==> src/rtl/axi_lite_timer_if.sv <==
// AXI4-lite responder bundle for the timer block.
// master drives addr/data/valid + bready/rready; slave drives readys, bvalid, rvalid, rdata.
interface axi_lite_timer_if;
    logic        awvalid;
    logic        awready;
    logic [31:0] awaddr;
    logic [2:0]  awprot;
    logic        wvalid;
    logic        wready;
    logic [31:0] wdata;
    logic [3:0]  wstrb;
    logic        bvalid;
    logic        bready;
    logic        arvalid;
    logic        arready;
    logic [31:0] araddr;
    logic [2:0]  arprot;
    logic        rvalid;
    logic        rready;
    logic [31:0] rdata;

    modport master (
        output awvalid, awaddr, awprot, wvalid, wdata, wstrb,
        output bready, arvalid, araddr, arprot, rready,
        input  awready, wready, bvalid, arready, rvalid, rdata
    );

    modport slave (
        input  awvalid, awaddr, awprot, wvalid, wdata, wstrb,
        input  bready, arvalid, araddr, arprot, rready,
        output awready, wready, bvalid, arready, rvalid, rdata
    );
endinterface

==> src/rtl/axi_lite_timer.sv <==
// Down-counting AXI4-lite timer: prescaler, auto-reload, level irq.
// Ports: clk, rst (sync, active-high), axi (slave modport), timer_irq.
module axi_lite_timer #(
    parameter int CNT_W = 32,
    parameter int PRE_W = 16
) (
    input  logic             clk,
    input  logic             rst,
    axi_lite_timer_if.slave  axi,
    output logic             timer_irq
);

    logic [2:0]       ctrl_q, ctrl_d;
    logic [CNT_W-1:0] load_q, load_d;
    logic [CNT_W-1:0] count_q, count_d;
    logic             pend_q, pend_d;
    logic [PRE_W-1:0] pre_q, pre_d;
    logic [PRE_W-1:0] pcnt_q, pcnt_d;
    logic             awrdy_q, awrdy_d;
    logic             bvalid_q, bvalid_d;
    logic             arrdy_q, arrdy_d;
    logic             rvalid_q, rvalid_d;
    logic [31:0]      rdata_q, rdata_d;

    logic        wr_fire;
    logic        rd_fire;
    logic        tick;
    logic        hw_set;
    logic [3:0]  wr_sel;
    logic [3:0]  rd_sel;
    logic [31:0] wr_old;
    logic [31:0] wr_new;
    logic [31:0] rd_val;

    function automatic logic [31:0] merge(
        input logic [31:0] old,
        input logic [31:0] wd,
        input logic [3:0]  st
    );
        logic [31:0] r;
        for (int i = 0; i < 4; i++) begin
            r[8*i +: 8] = st[i] ? wd[8*i +: 8] : old[8*i +: 8];
        end
        return r;
    endfunction

    // aw and w share one ready, so the handshake edge is a single event.
    assign wr_fire = awrdy_q & axi.awvalid & axi.wvalid;
    assign rd_fire = arrdy_q & axi.arvalid;
    assign wr_sel  = axi.awaddr[3:0];
    assign rd_sel  = axi.araddr[3:0];
    assign tick    = ctrl_q[0] && (pcnt_q == pre_q);
    assign hw_set  = tick && (count_q == '0);

    always_comb begin
        wr_old = '0;
        case (wr_sel)
            4'd0:    wr_old = 32'(ctrl_q);
            4'd1:    wr_old = 32'(load_q);
            4'd4:    wr_old = 32'(pre_q);
            default: wr_old = '0;
        endcase
        wr_new = merge(wr_old, axi.wdata, axi.wstrb);
    end

    always_comb begin
        rd_val = '0;
        case (rd_sel)
            4'd0:    rd_val = 32'(ctrl_q);
            4'd1:    rd_val = 32'(load_q);
            4'd2:    rd_val = 32'(count_q);
            4'd3:    rd_val = 32'(pend_q);
            4'd4:    rd_val = 32'(pre_q);
            default: rd_val = '0;
        endcase
    end

    always_comb begin
        ctrl_d   = ctrl_q;
        load_d   = load_q;
        count_d  = count_q;
        pend_d   = pend_q;
        pre_d    = pre_q;
        awrdy_d  = axi.awvalid & axi.wvalid & ~bvalid_q & ~awrdy_q;
        arrdy_d  = axi.arvalid & ~rvalid_q & ~arrdy_q;
        bvalid_d = bvalid_q & ~axi.bready;
        rvalid_d = rvalid_q & ~axi.rready;
        rdata_d  = rdata_q;

        if (wr_fire) bvalid_d = 1'b1;
        if (rd_fire) begin
            rvalid_d = 1'b1;
            rdata_d  = rd_val;
        end

        if (!ctrl_q[0] || tick) pcnt_d = '0;
        else                    pcnt_d = pcnt_q + 1'b1;

        if (tick) begin
            if (count_q != '0) count_d = count_q - 1'b1;
            else if (ctrl_q[1]) count_d = load_q;
            else ctrl_d[0] = 1'b0;
        end

        // Software writes land after the hardware update so they win.
        if (wr_fire) begin
            case (wr_sel)
                4'd0: begin
                    ctrl_d = wr_new[2:0];
                    pcnt_d = '0;
                end
                4'd1: begin
                    load_d  = wr_new[CNT_W-1:0];
                    count_d = wr_new[CNT_W-1:0];
                end
                4'd3: begin
                    if (axi.wstrb[0] && axi.wdata[0]) pend_d = 1'b0;
                end
                4'd4:    pre_d = wr_new[PRE_W-1:0];
                default: ;
            endcase
        end

        // Hardware set beats a coincident W1C.
        if (hw_set) pend_d = 1'b1;
    end

    always_ff @(posedge clk) begin
        if (rst) begin
            ctrl_q   <= '0;
            load_q   <= '0;
            count_q  <= '0;
            pend_q   <= 1'b0;
            pre_q    <= '0;
            pcnt_q   <= '0;
            awrdy_q  <= 1'b0;
            bvalid_q <= 1'b0;
            arrdy_q  <= 1'b0;
            rvalid_q <= 1'b0;
            rdata_q  <= '0;
        end else begin
            ctrl_q   <= ctrl_d;
            load_q   <= load_d;
            count_q  <= count_d;
            pend_q   <= pend_d;
            pre_q    <= pre_d;
            pcnt_q   <= pcnt_d;
            awrdy_q  <= awrdy_d;
            bvalid_q <= bvalid_d;
            arrdy_q  <= arrdy_d;
            rvalid_q <= rvalid_d;
            rdata_q  <= rdata_d;
        end
    end

    assign axi.awready = awrdy_q;
    assign axi.wready  = awrdy_q;
    assign axi.bvalid  = bvalid_q;
    assign axi.arready = arrdy_q;
    assign axi.rvalid  = rvalid_q;
    assign axi.rdata   = rdata_q;
    assign timer_irq   = pend_q & ctrl_q[2];

    logic unused_bits;
    assign unused_bits = ^{axi.awaddr[31:4], axi.araddr[31:4],
                           axi.awprot, axi.arprot, wr_new};

endmodule

==> src/flat_wrapper.sv <==
// flat-port wrapper written by rule: the top's interface ports become plain ports
module axi_lite_timer_flat 
#(
    parameter int CNT_W = 32,
    parameter int PRE_W = 16
)
  (clk, rst, timer_irq, axi_awvalid, axi_awaddr, axi_awprot, axi_wvalid, axi_wdata, axi_wstrb, axi_bready, axi_arvalid, axi_araddr, axi_arprot, axi_rready, axi_awready, axi_wready, axi_bvalid, axi_arready, axi_rvalid, axi_rdata);
  axi_lite_timer_if axi_i ();
  input  logic clk;
  input  logic rst;
  output logic timer_irq;
  input wire logic [$bits(axi_i.awvalid)-1:0] axi_awvalid;
  input wire logic [$bits(axi_i.awaddr)-1:0] axi_awaddr;
  input wire logic [$bits(axi_i.awprot)-1:0] axi_awprot;
  input wire logic [$bits(axi_i.wvalid)-1:0] axi_wvalid;
  input wire logic [$bits(axi_i.wdata)-1:0] axi_wdata;
  input wire logic [$bits(axi_i.wstrb)-1:0] axi_wstrb;
  input wire logic [$bits(axi_i.bready)-1:0] axi_bready;
  input wire logic [$bits(axi_i.arvalid)-1:0] axi_arvalid;
  input wire logic [$bits(axi_i.araddr)-1:0] axi_araddr;
  input wire logic [$bits(axi_i.arprot)-1:0] axi_arprot;
  input wire logic [$bits(axi_i.rready)-1:0] axi_rready;
  output wire logic [$bits(axi_i.awready)-1:0] axi_awready;
  output wire logic [$bits(axi_i.wready)-1:0] axi_wready;
  output wire logic [$bits(axi_i.bvalid)-1:0] axi_bvalid;
  output wire logic [$bits(axi_i.arready)-1:0] axi_arready;
  output wire logic [$bits(axi_i.rvalid)-1:0] axi_rvalid;
  output wire logic [$bits(axi_i.rdata)-1:0] axi_rdata;
  assign axi_i.awvalid = axi_awvalid;
  assign axi_i.awaddr = axi_awaddr;
  assign axi_i.awprot = axi_awprot;
  assign axi_i.wvalid = axi_wvalid;
  assign axi_i.wdata = axi_wdata;
  assign axi_i.wstrb = axi_wstrb;
  assign axi_i.bready = axi_bready;
  assign axi_i.arvalid = axi_arvalid;
  assign axi_i.araddr = axi_araddr;
  assign axi_i.arprot = axi_arprot;
  assign axi_i.rready = axi_rready;
  assign axi_awready = axi_i.awready;
  assign axi_wready = axi_i.wready;
  assign axi_bvalid = axi_i.bvalid;
  assign axi_arready = axi_i.arready;
  assign axi_rvalid = axi_i.rvalid;
  assign axi_rdata = axi_i.rdata;
  axi_lite_timer #(.CNT_W(CNT_W), .PRE_W(PRE_W)) u_core (.clk(clk), .rst(rst), .axi(axi_i), .timer_irq(timer_irq));
endmodule
==> config.mk <==
export PLATFORM = sky130hd
export DESIGN_NAME = axi_lite_timer_flat
export DESIGN_NICKNAME = d
export VERILOG_FILES = /design/src/rtl/axi_lite_timer_if.sv /design/src/rtl/axi_lite_timer.sv /design/src/flat_wrapper.sv
export SDC_FILE = /design/constraint.sdc
export NUM_CORES = 1
export LEC_CHECK = 0
export CORE_AREA = 4 4 124 126
export DETAILED_ROUTE_END_ITERATION = 10
export DIE_AREA = 0 0 128 130
export HOLD_SLACK_MARGIN = 0.15
export PLACE_DENSITY = 0.8
export SLEW_MARGIN = 0
export SYNTH_ARGS = -nofsm -noshare
export SYNTH_HDL_FRONTEND = slang
export SYNTH_SLANG_ARGS = --single-unit
==> constraint.sdc <==
create_clock -name clk -period 2.9 [get_ports clk]
set_input_delay 0.58 -clock clk [delete_from_list [all_inputs] [get_ports clk]]
set_output_delay 0.58 -clock clk [all_outputs]
set_load 0.01 [all_outputs]
==> run metrics <==
final WL 22480 um; layout cell share with drive strength beyond 1 11.05%; DR iter-0 viols 1177; Clock transition at path regs 0.06 ns; postcts setup bufs 0; Multi-input gate area 4284 um^2; remaining antenna violation count 0; nature of the critical path startpoint flop; port bufs 88; most frequent cells in the layout dfxtp_1, nand2_1, a21oi_1; vias in the first global route 7323; Final #Nets 1136; Int Pwr 3554 uW; hold buffer count at cts 0; PwrDens 490.3 nW/um^2; leak pwr 0.003153 uW; status completed; vias per cell 6.324; post-DR wirelength/cell 18.48 um; crit path DAT 3.09 ns; Tightest Pin Transition 0.7912 ns; syn avg cell area 7.825 um^2; clock sink count 136; die area 16640 um^2; most common cell after layout, fill and taps aside dfxtp_1; Synth top area share 37.10%; maximum VDD drop 0.4012 mV; core footprint 14310 um^2; skew final 0.01044 ns; setup TNS 0 ns; vias 7690; FF+latch count, synth 136; antenna violations before repair 0; Max Fanout on Critical Path 6; pre-CTS WS 0.08110 ns; gpl congestion 0.8823; r2r setup slk 0.15 ns; Area Growth Syn to Fin 25.81%; cell row count 44; post-synthesis sequential area ratio 37.10%; top_reg_cell synth dfxtp_1; Slew Viols, Final 0; Longest Clk Path Bufs 2; GRT Overall Usage 27.11%; Sw Ratio 21.51%; Post-Syn Nets 1054; number of fill cells 1215; Crit path top cell by count buf_4; Cell Chain, Critical Path or3_4 -> or4_1 -> buf_4 -> buf_4 -> nor3_2 -> buf_4 -> and3_1 -> o22ai_1 -> a211oi_1; # diodes 0; Yosys warnings 0; cell taking the most area after synthesis dfxtp_1; CP peak stage delay 0.52 ns; Sequential Power Share 41.4%; IO Pins 151; hpwl dp 15350 um; final std cells w/o fill 1216; Post-synth EDFFs 0; placed cells 1185; Setup violations, final 0; Die X 128 um; global-route wire length before repair 36560 um; number of CTS-inserted buffers 17; RSZ-0062 raised after global routing no; post-synthesis cell type count 75; drt pass-1 iters 6; synth top area cells dfxtp_1, a21oi_1, nand2_1; fin crit period 2.753 ns; H-tree Lvls 4; Switch Pwr 973.9 uW; worst setup margin 0.1471 ns; fmax 0.3633 GHz; Skew-Pair Late Insertion Delay 0.43 ns; sequential cell area 2723 um^2; Clock Tree Root clkbuf_16; Post-Syn Area 7340 um^2; Post-route DRC 0; Setup Crit Path Kind reg2reg; fraction of registers with async set/reset 0%; fin util 64.51%; Required @ worst endpoint 3.23 ns; largest net degree at the start of global routing 59; Post-DP Area 8582 um^2; Syn Inst Count 938; CTS tree done; CTS resizes 0; CP endpoint kind flop; final hold vios 0; combinational share of power 5.7%; part of the power in the clock network 52.9%; total gr overflow 0; Die H 130 um; MaxCap Viol Count 0; Slew headroom 47.09%; post-route cell area 9234 um^2; Final period util 94.93%; Initial Util 51.28%; Hold WC Path Type reg2reg; Max stage delay cell, worst path or4_1
==> layer usage <==
| metal | track usage [%] | vias up | routed length, um |
|---|---|---|---|
| met2 | 45.84 | 382 | 10980 |
| met3 | 5.894 | 61 | 1850 |
| met1 | 33.01 | 3618 | 8837 |
| met4 | 12.80 | 0 | 809 |
| li1 | - | 3629 | - |
| met5 | 0 | - | 0 |
==> cell families after synthesis <==
kind of cell             after synthesis  share of synthesized area, %
AND/OR/NAND/NOR                      365                         24.51
buffers and inverters                 88                         4.944
AO/OA/AOI/OAI                        303                         27.57
multiplexers                          13                         1.790
flip-flops                           136                         37.10
adder cells (fa/ha/maj)                3                        0.5115
XOR/XNOR                              30                         3.580
==> flip-flops by register name (all words and copies together) (netlist names) <==
register,cells
u_core.ctrl_q,3
u_core.count_q,32
u_core.pre_q,16
u_core.axi.awready,1
u_core.axi.bvalid,1
u_core.axi.rvalid,1
u_core.axi.arready,1
u_core.pcnt_q,16
u_core.load_q,32
u_core.axi.rdata,32
u_core.pend_q,1
==> final timing paths <==
| kind | start | endpoint | cells after the start |
|---|---|---|---|
| setup / recovery | u_core.count_q[23] | u_core.count_q[28] | 9 |
| hold / removal | u_core.axi.bvalid | u_core.axi.awready | 1 |
| setup reg to reg | u_core.count_q[23] | u_core.count_q[28] | 9 |
| hold reg to reg | u_core.axi.bvalid | u_core.axi.awready | 1 |
==> cell usage after synthesis, drive strengths merged, types with 3 or more instances <==
cell type    n
a211oi      16
a21o         3
a21oi      112
a221oi       6
a222oi      14
a22o         7
a22oi       32
a2bb2oi      6
a311oi       7
a31o         5
a31oi        3
and3         9
buf          8
clkbuf      65
dfxtp      136
ha           3
inv         15
mux2i       12
nand2      118
nand2b       6
nand3       28
nand4       14
nor2       104
nor2b       11
nor3        13
nor4        18
nor4b        8
o211ai       3
o21ai       46
o21bai       4
o22ai        7
o2bb2ai      4
o31ai        5
o32ai        4
or2          8
or3         10
or4          7
xnor2       23
xor2         7
==> worst max-delay path: cells and delay by family, from the launching register on <==
family | cells | cell delay [ns]
flip-flops | 1 | 0.35
AO/OA/AOI/OAI | 2 | 0.30
AND/OR/NAND/NOR | 4 | 1.45
buffers and inverters | 3 | 0.56
==> area by class of cell <==
| type | instances | share of cell area, % |
|---|---|---|
| repair buffers | 136 | 13.96 |
| multi-input cells | 714 | 46.40 |
| well taps | 184 | 2.493 |
| inverters | 15 | 0.6098 |
| clock buffers | 20 | 4.946 |
| clock inverters | 11 | 2.114 |
| flip-flops and latches | 136 | 29.49 |
==> power groups by stage <==
stage / logic (uW) / clock network, uW / registers [uW]
CTS: 254 / 2410 / 1880
detailed placement: 252 / 0 / 1920
finish: 256 / 2400 / 1880
floorplan: 120 / 0 / 1920
global route: 275 / 2500 / 1880
global placement: 251 / 0 / 1920
==> per-stage QoR <==
stage / hold WS (ns) / power [uW]
after floorplan: 0.4491 / 2037
after global placement: 0.4416 / 2168
after detailed placement: 0.4410 / 2169
after CTS: 0.4489 / 4544
after global routing: 0.4724 / 4653
final: 0.4510 / 4528
Power figures use the tool's default switching activity.
